[src/rtl/ir_tx_encoder.sv]
// NEC-style IR transmit encoder: one byte in, leader + {~data, data} LSB first + stop mark + gap.
// Define IR_TX_CARRIER_EN to modulate marks with the on-chip carrier; otherwise marks are a raw envelope.
module ir_tx_encoder #(
  parameter int unsigned UNIT_CYCLES  = 28125,
  parameter int unsigned CARRIER_HALF = 658,
  parameter int unsigned GAP_UNITS    = 16
) (
  input  logic       clock,
  input  logic       reset,
  input  logic [7:0] tx_data,
  input  logic       tx_valid,
  output logic       tx_ready,
  output logic       busy,
  output logic       done,
  output logic       ir_led
);

  localparam int unsigned UnitW    = $clog2(UNIT_CYCLES);
  localparam int unsigned MaxUnits = (GAP_UNITS > 16) ? GAP_UNITS : 16;
  localparam int unsigned NumW     = $clog2(MaxUnits);

  typedef enum logic [2:0] {
    StIdle,
    StLeadMark,
    StLeadSpace,
    StBitMark,
    StBitSpace,
    StStopMark,
    StGap
  } state_e;

  state_e           state_q, state_d;
  logic [UnitW-1:0] unit_cnt_q, unit_cnt_d;
  logic [NumW-1:0]  unit_num_q, unit_num_d;
  logic [3:0]       bit_cnt_q, bit_cnt_d;
  logic [15:0]      shift_q, shift_d;
  logic             done_q, done_d;
  logic             led_q, led_d;

  logic            unit_last;
  logic [NumW-1:0] units_last;
  logic            state_end;
  logic            mark;

  always_comb begin
    unit_last = (unit_cnt_q == UnitW'(UNIT_CYCLES - 1));
    unique case (state_q)
      StLeadMark:  units_last = NumW'(15);
      StLeadSpace: units_last = NumW'(7);
      StBitSpace:  units_last = shift_q[0] ? NumW'(2) : NumW'(0);
      StGap:       units_last = NumW'(GAP_UNITS - 1);
      default:     units_last = NumW'(0);
    endcase
    state_end = unit_last && (unit_num_q == units_last);
    mark      = (state_q == StLeadMark) || (state_q == StBitMark) || (state_q == StStopMark);
  end

  always_comb begin
    state_d    = state_q;
    unit_cnt_d = unit_cnt_q;
    unit_num_d = unit_num_q;
    bit_cnt_d  = bit_cnt_q;
    shift_d    = shift_q;
    done_d     = 1'b0;

    if (state_q == StIdle) begin
      if (tx_valid) begin
        state_d    = StLeadMark;
        shift_d    = {~tx_data, tx_data};
        unit_cnt_d = '0;
        unit_num_d = '0;
        bit_cnt_d  = '0;
      end
    end else begin
      unit_cnt_d = unit_last ? '0 : unit_cnt_q + UnitW'(1);
      if (unit_last) begin
        unit_num_d = unit_num_q + NumW'(1);
      end
      if (state_end) begin
        unit_num_d = '0;
        unique case (state_q)
          StLeadMark:  state_d = StLeadSpace;
          StLeadSpace: state_d = StBitMark;
          StBitMark:   state_d = StBitSpace;
          StBitSpace: begin
            shift_d   = shift_q >> 1;
            bit_cnt_d = bit_cnt_q + 4'd1;
            state_d   = (bit_cnt_q == 4'd15) ? StStopMark : StBitMark;
          end
          StStopMark: begin
            state_d = StGap;
            done_d  = 1'b1;
          end
          StGap:       state_d = StIdle;
          default:     state_d = StIdle;
        endcase
      end
    end
  end

`ifdef IR_TX_CARRIER_EN
  localparam int unsigned CarrW = (CARRIER_HALF > 1) ? $clog2(CARRIER_HALF) : 1;

  logic [CarrW-1:0] carr_cnt_q, carr_cnt_d;
  logic             carr_ph_q, carr_ph_d;
  logic             mark_next;

  always_comb begin
    mark_next  = (state_d == StLeadMark) || (state_d == StBitMark) || (state_d == StStopMark);
    carr_cnt_d = carr_cnt_q;
    carr_ph_d  = carr_ph_q;
    // Marks never follow marks, so entering one always restarts the carrier high.
    if (mark_next && !mark) begin
      carr_cnt_d = '0;
      carr_ph_d  = 1'b1;
    end else if (mark) begin
      if (carr_cnt_q == CarrW'(CARRIER_HALF - 1)) begin
        carr_cnt_d = '0;
        carr_ph_d  = ~carr_ph_q;
      end else begin
        carr_cnt_d = carr_cnt_q + CarrW'(1);
      end
    end
    led_d = mark && !state_end && carr_ph_q;
  end

  always_ff @(posedge clock or posedge reset) begin
    if (reset) begin
      carr_cnt_q <= '0;
      carr_ph_q  <= 1'b0;
    end else begin
      carr_cnt_q <= carr_cnt_d;
      carr_ph_q  <= carr_ph_d;
    end
  end
`else
  always_comb begin
    led_d = mark;
  end
`endif

  always_ff @(posedge clock or posedge reset) begin
    if (reset) begin
      state_q    <= StIdle;
      unit_cnt_q <= '0;
      unit_num_q <= '0;
      bit_cnt_q  <= '0;
      shift_q    <= '0;
      done_q     <= 1'b0;
      led_q      <= 1'b0;
    end else begin
      state_q    <= state_d;
      unit_cnt_q <= unit_cnt_d;
      unit_num_q <= unit_num_d;
      bit_cnt_q  <= bit_cnt_d;
      shift_q    <= shift_d;
      done_q     <= done_d;
      led_q      <= led_d;
    end
  end

  assign tx_ready = (state_q == StIdle);
  assign busy     = ~tx_ready;
  assign done     = done_q;
  assign ir_led   = led_q;

endmodule

[config.mk]
export PLATFORM = sky130hd
export DESIGN_NAME = ir_tx_encoder
export DESIGN_NICKNAME = d
export VERILOG_FILES = /design/src/rtl/ir_tx_encoder.sv
export SDC_FILE = /design/constraint.sdc
export NUM_CORES = 1
export LEC_CHECK = 0
export BUFFER_PORTS_ARGS = -buffer_cell sky130_fd_sc_hd__buf_2
export CAP_MARGIN = 20
export CORE_UTILIZATION = 59
export CTS_CLUSTER_DIAMETER = 120
export CTS_CLUSTER_SIZE = 16
export DETAILED_ROUTE_END_ITERATION = 16
export PLACE_DENSITY = 0.78
export SLEW_MARGIN = 30
export SYNTH_ARGS = -nofsm -noshare
export SYNTH_HDL_FRONTEND = slang
export SYNTH_SLANG_ARGS = --single-unit
export TNS_END_PERCENT = 50
[constraint.sdc]
create_clock -name clock -period 2.8 [get_ports clock]
set_input_delay 0.42 -clock clock [delete_from_list [all_inputs] [get_ports clock]]
set_output_delay 0.42 -clock clock [all_outputs]
set_load 0.02 [all_outputs]
==> results of run 1 <==
## state kept, by name (all words and copies together), names as in the netlist
name        flops
shift_q        16
unit_cnt_q     15
bit_cnt_q       4
unit_num_q      4
state_q         3
done            1
ir_led          1
## cells in the mapped netlist, types with 3 or more instances
| library cell | n | share of area [%] |
|---|---|---|
| dfrtp_1 | 44 | 44 |
| o21ai_0 | 28 | 5.6 |
| nand2_1 | 26 | 3.9 |
| nor2_1 | 17 | 2.6 |
| or3_1 | 10 | 2.5 |
| a31oi_1 | 8 | 2.0 |
| inv_1 | 8 | 1.2 |
| nand4_1 | 8 | 2.0 |
| o221a_2 | 8 | 3.6 |
| nand3_1 | 7 | 1.4 |
| o221a_1 | 7 | 3.2 |
| buf_2 | 6 | 1.2 |
| clkbuf_1 | 5 | 0.75 |
| ha_1 | 4 | 2.0 |
| o21ai_1 | 4 | 0.80 |
| a21oi_1 | 3 | 0.60 |
| buf_4 | 3 | 0.90 |
| o22ai_1 | 3 | 0.75 |
## logic make-up (layout without fill, tap and decap cells)
kind of cell | Yosys count | after routing
AO/OA/AOI/OAI | 82 | 82
buffers and inverters | 25 | 36
XOR/XNOR | 2 | 2
adder cells (fa/ha/maj) | 4 | 4
flip-flops | 44 | 44
AND/OR/NAND/NOR | 86 | 86
multiplexers | 1 | 1
## report_power, final
part / internal [mW] / switching, mW
Clock: 0.174 / 0.217
Sequential: 0.635 / 0
Combinational: 0.00660 / 0.0201
## cell type report
| cell class | count | area share, % |
|---|---|---|
| sequential | 44 | 41.5 |
| timing repair buffer | 19 | 4.05 |
| clock inverter | 3 | 0.707 |
| clock buffer | 5 | 2.59 |
| inverter | 9 | 1.27 |
| multi-input combinational | 175 | 47.5 |
| tap | 50 | 2.36 |
## cells in the final DEF, fill, tap and decap left out, types with 3 or more instances in the layout
cell type   n
dfrtp_1    44
o21ai_0    28
nand2_1    26
nor2_1     17
buf_2      14
or3_1      10
o221a_2     8
a31oi_1     8
nand4_1     8
o221a_1     7
nand3_1     7
inv_1       7
clkbuf_8    5
buf_4       5
o21ai_1     4
ha_1        4
a21oi_1     3
o22ai_1     3
## stage by stage
| stage | worst slack, ns | std cells |
|---|---|---|
| 5_1_grt | 0.240 | 305 |
| 3_3_place_gp | 0.475 | 297 |
| 6_report | 0.330 | 305 |
| 2_1_floorplan | 0.822 | 244 |
| 3_5_place_dp | 0.392 | 297 |
| 4_1_cts | 0.325 | 305 |
## per-layer routing
layer  routed length [um]  track usage, %
met1                 2300            32.4
met2                 2430            41.7
met3                  129            4.62
met4                   25            5.59
met5                    0               0
## worst max-delay path, cell delays in order, from the launching register on
cell	delay, ns
dfrtp_1	0.45
buf_4	0.21
or3_1	0.68
inv_1	0.23
buf_2	0.19
## path summary, 6_finish.rpt
kind                         startpoint             end  slack [ns]  depth (start not counted)
max in group asynchronous         reset    bit_cnt_q[2]        1.99                          3
min                               reset  unit_cnt_q[12]        0.16                          2
min in group clock           tx_data[4]     shift_q[12]        0.39                          3
max                          state_q[2]        tx_ready        0.33                          4
min reg2reg                bit_cnt_q[3]    bit_cnt_q[3]        0.50                          1
max reg2reg                  state_q[1]     shift_q[11]        0.37                          5
==> flow_summary.toml, run 1 <==
[synthesis]
synth_edf_count = 0
synthesis.nets = 259
synth-seq-area-share_pct = 44.2
syn-instance-count = 244
synth_ff_type = "dfrtp_1"
yosys_warnings = 0
synth_seq_cells = 44
synth-adder-area-share_pct = 2.01
synth.distinct_cells = 55
synth_top_family_by_area = "compound AO/OA/AOI/OAI gates"
synth_area_per_cell_um2 = 10.2
synthMuxAreaShare_pct = 0.402
synth-xor-area-share_pct = 0.704
syn_area_um2 = 2490
synth_compound_area_share_pct = 26.8
synth-simple-area-share_pct = 20.8
ys_async_sr_fraction_pct = 100

[placement]
io_buffers = 14
dp_hpwl_um = 3350
gp_congestion = 0.811
placed_cell_area_um2 = 2570

[detailed_routing]
drtAntennaViolNets = 0
drt_first_iter_violations = 149
wirelength_um = 4890
drt_pre_antenna_iters = 4
route.detailed.drc = 0
wl_per_cell_um = 16.0
viasPerCell = 6.23
num_vias = 1901

[floorplan]
core_area_um2 = 4030
die_width_um = 67.0
die_area_um2 = 4480
initial_core_util_pct = 61.8
rows = 23
io_pins = 15
die_h_um = 67.0

[grt]
gr-total-overflow = 0
grt_util_all_layers_pct = 24.6
grt_max_degree = 26
antenna_found_initial = 0
grt_pass1_vias = 1743
grt_pass1_wl_um = 8240

[layout]
syn2layout_area_growth_pct = 6.58
layout.area.seq_um2 = 1100
diodes = 0
fillers = 327
final_nets = 269
multi_input_area_um2 = 1260
drive_gt1_share_pct = 20.0
design_area_um2 = 2650
fin_util_pct = 65.9

[cts]
clkTransAtPathRegs_ns = 0.09
cts_buffers = 5
cts_hold_buf = 0
clk_latency_ns = 0.29
cts_tree = "built"
h-tree-depth = 2
cts.sinks = 44
clockBufferDepth = 2
root_buffer = "clkbuf_8"
cts_resized = 0
cts_setup_buffers = 0

[critical_path]
worstSetupStartpointType = "flop"
worstPathMaxFanout = 17
critical_path_arrival_ns = 2.05
crit_required_ns = 2.38
crit_type = "flop to output port"
critPathCaptureType = "output port"

[flow_run]
max-cap-violations = 0

[sta]
tns_ns = 0
fin_crit_ns = 2.47
setup_viol = 0
hold_ws_ns = 0.159
period_share_pct = 88.2
rsz0062_at_grt = "false"
hold_violations = 0
fmax_mhz = 405
worst_pin_slew_ns = 0.810
fin_skew_ns = 0.00996
maxSlewHeadroom_pct = 45.8
final_max_slew_viol_count = 0

[run_status]
status = "complete, no violations"

[power]
p_leak_nw = 1.08
finalPower_mw = 1.05
vdd_drop_max_uv = 348
p_per_area_nw_per_um2 = 397

[worst_hold_path]
worstHoldPathType = "input port to async pin"
Power figures use the tool's default switching activity.
==> inputs of run 2 (changes only) <==
--- a/config.mk
+++ b/config.mk
@@ -7,11 +7,11 @@
 export LEC_CHECK = 0
 export BUFFER_PORTS_ARGS = -buffer_cell sky130_fd_sc_hd__buf_2
 export CAP_MARGIN = 20
-export CORE_UTILIZATION = 59
+export CORE_UTILIZATION = 60
 export CTS_CLUSTER_DIAMETER = 120
 export CTS_CLUSTER_SIZE = 16
 export DETAILED_ROUTE_END_ITERATION = 16
-export PLACE_DENSITY = 0.78
+export PLACE_DENSITY = 0.79
 export SLEW_MARGIN = 30
 export SYNTH_ARGS = -nofsm -noshare
 export SYNTH_HDL_FRONTEND = slang
==> run 2 against run 1 <==
Effect of this change:
- sequential share of layout area about the same
- fmax increased by 0.56%
- setup slack improved by 0.014 ns
- power increased by 1.5%
- die area decreased by 1.6%
- combinational power decreased by 3%
- clock power increased by 4%
- via count increased by 3.4%
- flip-flop and latch count unchanged
- global-route usage increased by 0.87 points
- sequential power about the same
==> flow_summary.toml, run 2 (synthesized netlist as in run 1, its figures left out) <==
[run_status]
status = "complete, no violations"

[layout]
design_area_um2 = 2650
final_nets = 268
instances_no_fill = 304
layout.area.seq_um2 = 1100
multi_input_area_um2 = 1260
final_cell_mix = "44 x dfrtp_1, 28 x o21ai_0, 26 x nand2_1, 17 x nor2_1, 14 x buf_2"
top_register = "shift_q"
drive_gt1_share_pct = 19.3
reg.largest.list = "shift_q (16), unit_cnt_q (15)"
layout_commonest_cell = "dfrtp_1"
diodes = 0
fillers = 329
syn2layout_area_growth_pct = 6.48
largest_reg_flops = 16

[floorplan]
die_h_um = 66.4
die_width_um = 66.4
rows = 23
io_pins = 15
core_area_um2 = 4000
die_area_um2 = 4410
initial_core_util_pct = 62.2

[sta]
worst_pin_slew_ns = 0.818
tns_ns = 0
setup_viol = 0
period_share_pct = 87.7
hold_violations = 0
fin_crit_ns = 2.46
layout_setup_ws_ns = 0.344
rsz0062_at_grt = "false"
maxSlewHeadroom_pct = 45.3
fin_skew_ns = 0.00918
fmax_mhz = 407
final_max_slew_viol_count = 0

[grt]
grt_pass1_wl_um = 8450
grt_max_degree = 25
gr-total-overflow = 0
grt_pass1_vias = 1772
grt_util_all_layers_pct = 25.5
antenna_found_initial = 0

[power]
power.share.switching_pct = 23.4
clkPwrFrac_pct = 38.1
p_leak_nw = 1.07
p_int_mw = 0.818
p_switching_mw = 0.250
power_frac_comb_pct = 2.4
p_per_area_nw_per_um2 = 403
p_seq_share_pct = 59.4
finalPower_mw = 1.07
vdd_drop_max_uv = 300

[placement]
placed_cell_area_um2 = 2560
io_buffers = 14
dp_hpwl_um = 3440
gp_congestion = 0.804
place_ws_ns = 0.544
numPlacedInstances = 296

[detailed_routing]
drtAntennaViolNets = 0
wirelength_um = 5060
route.detailed.drc = 0
wl_per_cell_um = 16.6
drt_pre_antenna_iters = 4
drt_first_iter_violations = 184
num_vias = 1966
viasPerCell = 6.47

[critical_path]
cp_slowest_cell = "or3_1"
worstPathMaxFanout = 19
cp_top_family = "simple AND/OR/NAND/NOR gates"
critical_path_arrival_ns = 2.04
crit_required_ns = 2.38
worstSetupStartpointType = "flop"
critPathCaptureType = "output port"
slowest_delay_ns = 0.73
crit_type = "flop to output port"
cp_cell_sequence = "or3_1 -> inv_1 -> buf_2"
cp_num_buf_inv = 2

[cts]
cts_setup_buffers = 0
clockBufferDepth = 2
cts_resized = 0
h-tree-depth = 2
cts_hold_buf = 0
cts_tree = "built"
cts_buffers = 5
clk_latency_ns = 0.30
clkTransAtPathRegs_ns = 0.09
cts.sinks = 44
root_buffer = "clkbuf_8"

[flow_run]
max-cap-violations = 0

[worst_hold_path]
worstHoldPathType = "input port to async pin"
-- run 2: changes by cell type in the layout (fill, tap and decap cells not counted) --
cell / change
inv_2: -1
clkinv_2: -2
buf_4: -1
clkinvlp_4: +2
clkinv_1: +1
-- run 2: layer usage --
layer | share of wire [%] | track usage (%) | routed length [um]
met2 | 49 | 40.8 | 2480
met3 | 2.8 | 4.66 | 141
met5 | 0 | 0 | 0
met4 | 1.1 | 7.18 | 57
met1 | 47 | 35.3 | 2380
-- run 2: worst reg2reg max path: cells and delay by family (launching register included) --
kind	cells	cell delay [ns]
DFF	1	0.58
AOI/OAI and AO/OA	3	1.14
and+or+nand+nor	2	0.44
-- run 2: final timing paths --
path | startpoint | to | slack [ns] | cells after the start
worst max register to register | state_q[2] | state_q[0] | 0.53 | 5
min in group clock | tx_data[2] | shift_q[10] | 0.39 | 3
worst min register to register | bit_cnt_q[3] | bit_cnt_q[3] | 0.48 | 1
worst min-delay path | reset | shift_q[15] | 0.15 | 2
max in group asynchronous | reset | shift_q[12] | 1.95 | 3
worst max-delay path | state_q[2] | tx_ready | 0.34 | 3
-- run 2: layout make-up --
class                   instances  share of cell area, %
repair buffers                 18                   3.78
clock inverters                 3                  0.897
inverters                       9                   1.27
flip-flops and latches         44                   41.5
clock buffers                   5                   2.60
well taps                      50                   2.36
multi-input cells             175                   47.6
-- run 2: metrics by stage --
stage	util, %	hold slack, ns
after floorplan	-	0.436
after global placement	64.0	0.461
after detailed placement	64.0	0.466
after CTS	66.3	0.166
after global routing	66.3	0.187
final	66.3	0.148
-- run 2: power groups by stage --
stage          clock [mW]  combinational, mW  sequential, mW
2_1_floorplan           0             0.0122           0.648
3_3_place_gp            0             0.0265           0.647
3_5_place_dp            0             0.0269           0.647
4_1_cts             0.416             0.0269           0.635
5_1_grt             0.447             0.0301           0.635
6_report            0.407             0.0260           0.635
==> inputs of run 3 (changes only) <==
==> constraint.sdc (replaced) <==
create_clock -name clock -period 2.8 [get_ports clock]
set_input_delay 0.28 -clock clock [delete_from_list [all_inputs] [get_ports clock]]
set_output_delay 0.28 -clock clock [all_outputs]
set_load 0.02 [all_outputs]
==> run 3 against run 2 <==
Effect of this change:
- core utilization rose by 0.59 points
- critical path type unchanged
- largest power group unchanged
- flip-flop and latch count did not move
- final cell count did not move
- register-to-register slack improved by 0.03 ns
- hold slack got worse by 0.059 ns
- wire length fell by 1.3%
- clock power rose by 25%
==> flow_summary.toml, run 3 (synthesized netlist as in run 1, its figures left out) <==
[sta]
final_max_slew_viol_count = 0
fmax_mhz = 435
maxSlewHeadroom_pct = 46.4
tns_ns = 0
worst_pin_slew_ns = 0.801
setup_viol = 0
layout_setup_ws_ns = 0.504
period_share_pct = 82.0
hold_violations = 0
fin_skew_ns = 0.00421
fin_crit_ns = 2.30
rsz0062_at_grt = "false"

[floorplan]
io_pins = 15
die_area_um2 = 4410
core_area_um2 = 4000
rows = 23
initial_core_util_pct = 62.2
die_width_um = 66.4
die_h_um = 66.4

[critical_path]
reg2reg_to = "state_q[2]"
worstRegToRegCells = 5
worstPathMaxFanout = 19
worstSetupStartpointType = "flop"
crit_required_ns = 2.52
critPathCaptureType = "output port"
reg2reg_slack_ns = 0.56
r2r-start = "state_q[2]"
crit_type = "flop to output port"
critical_path_arrival_ns = 2.02

[detailed_routing]
viasPerCell = 6.31
drt_pre_antenna_iters = 4
num_vias = 1917
wirelength_um = 4990
route.detailed.drc = 0
drt_first_iter_violations = 181
drtAntennaViolNets = 0
wl_per_cell_um = 16.4

[cts]
clockBufferDepth = 2
cts.sinks = 44
cts_buffers = 5
cts_tree = "built"
cts_setup_buffers = 0
cts_resized = 0
h-tree-depth = 2
clkTransAtPathRegs_ns = 0.09
cts_hold_buf = 0
clk_latency_ns = 0.31
root_buffer = "clkbuf_8"

[layout]
final_nets = 268
diodes = 0
top_register = "shift_q"
final_cell_mix = "44 x dfrtp_1, 28 x o21ai_0, 26 x nand2_1, 17 x nor2_1, 14 x buf_2"
largest_reg_flops = 16
layout_commonest_cell = "dfrtp_1"
reg.largest.list = "shift_q (16), unit_cnt_q (15)"
drive_gt1_share_pct = 19.3
syn2layout_area_growth_pct = 7.44

[power]
p_leak_nw = 1.09
p_per_area_nw_per_um2 = 437
vdd_drop_max_uv = 275

[placement]
io_buffers = 14
place_ws_ns = 0.592
gp_congestion = 0.805
dp_hpwl_um = 3330

[run_status]
status = "complete, no violations"

[grt]
antenna_found_initial = 0
grt_util_all_layers_pct = 25.3
grt_pass1_vias = 1758
grt_pass1_wl_um = 8310
gr-total-overflow = 0
grt_max_degree = 45

[flow_run]
max-cap-violations = 0

[worst_hold_path]
worstHoldPathType = "input port to async pin"
==> run 3: cell types whose count changed in the layout (fill, tap and decap cells not counted) <==
cell | previous run | this run
clkinvlp_4 | 2 | 0
bufinv_16 | 0 | 1
clkinv_4 | 1 | 2
==> run 3: worst max-delay path, cell delays in order, from the launching register on <==
cell     delay [ns]
dfrtp_1        0.58
or3_1          0.73
inv_1          0.22
buf_2          0.19
==> run 3: through the flow <==
step | cells | cell area (um2) | utilization (%) | hold WS, ns | power (mW)
after global placement | 296 | 2560 | 64.0 | 0.442 | 0.674
after global routing | 304 | 2680 | 66.9 | 0.139 | 1.21
after floorplan | 244 | 2490 | - | 0.436 | 0.660
after detailed placement | 296 | 2560 | 64.0 | 0.440 | 0.674
after CTS | 304 | 2680 | 66.9 | 0.100 | 1.18
final | 304 | 2680 | 66.9 | 0.0890 | 1.17
==> run 3: power breakdown <==
| part | leakage [nW] | internal (mW) | switching (mW) |
|---|---|---|---|
| Sequential | 0.516 | 0.635 | 0 |
| Combinational | 0.512 | 0.00658 | 0.0190 |
| Clock | 0.0583 | 0.269 | 0.239 |
| Total | 1.09 | 0.910 | 0.258 |
==> run 3: final cells by class <==
cell class                      count  area, um2
Timing Repair Buffer               18        100
Tap cell                           50       62.6
Sequential cell                    44       1100
Clock inverter                      3       47.5
Clock buffer                        5       68.8
Multi-Input combinational cell    175       1260
Inverter                            9       33.8
Fill cell                         326       1330
==> run 3: worst max path at each step <==
stage	startpoint	to	slack (ns)	depth (start not counted)
final	state_q[2]	tx_ready	0.50	3
after global routing	state_q[2]	state_q[2]	0.31	5
after CTS	state_q[2]	tx_ready	0.49	3
after detailed placement	unit_cnt_q[0]	unit_cnt_q[11]	0.59	6
after global placement	state_q[2]	state_q[2]	0.62	5
after floorplan	unit_cnt_q[0]	state_q[0]	0.82	7
==> run 3: per-layer routing <==
layer  up-vias  share of wire (%)  wire length [um]  global-route usage [%]
li1        945                  -                 -                       -
met1       938                 46              2290                    34.7
met2        29                 50              2500                    39.7
met3         5                2.9               144                    5.69
met4         0                1.1                57                    7.18
met5         -                  0                 0                       0
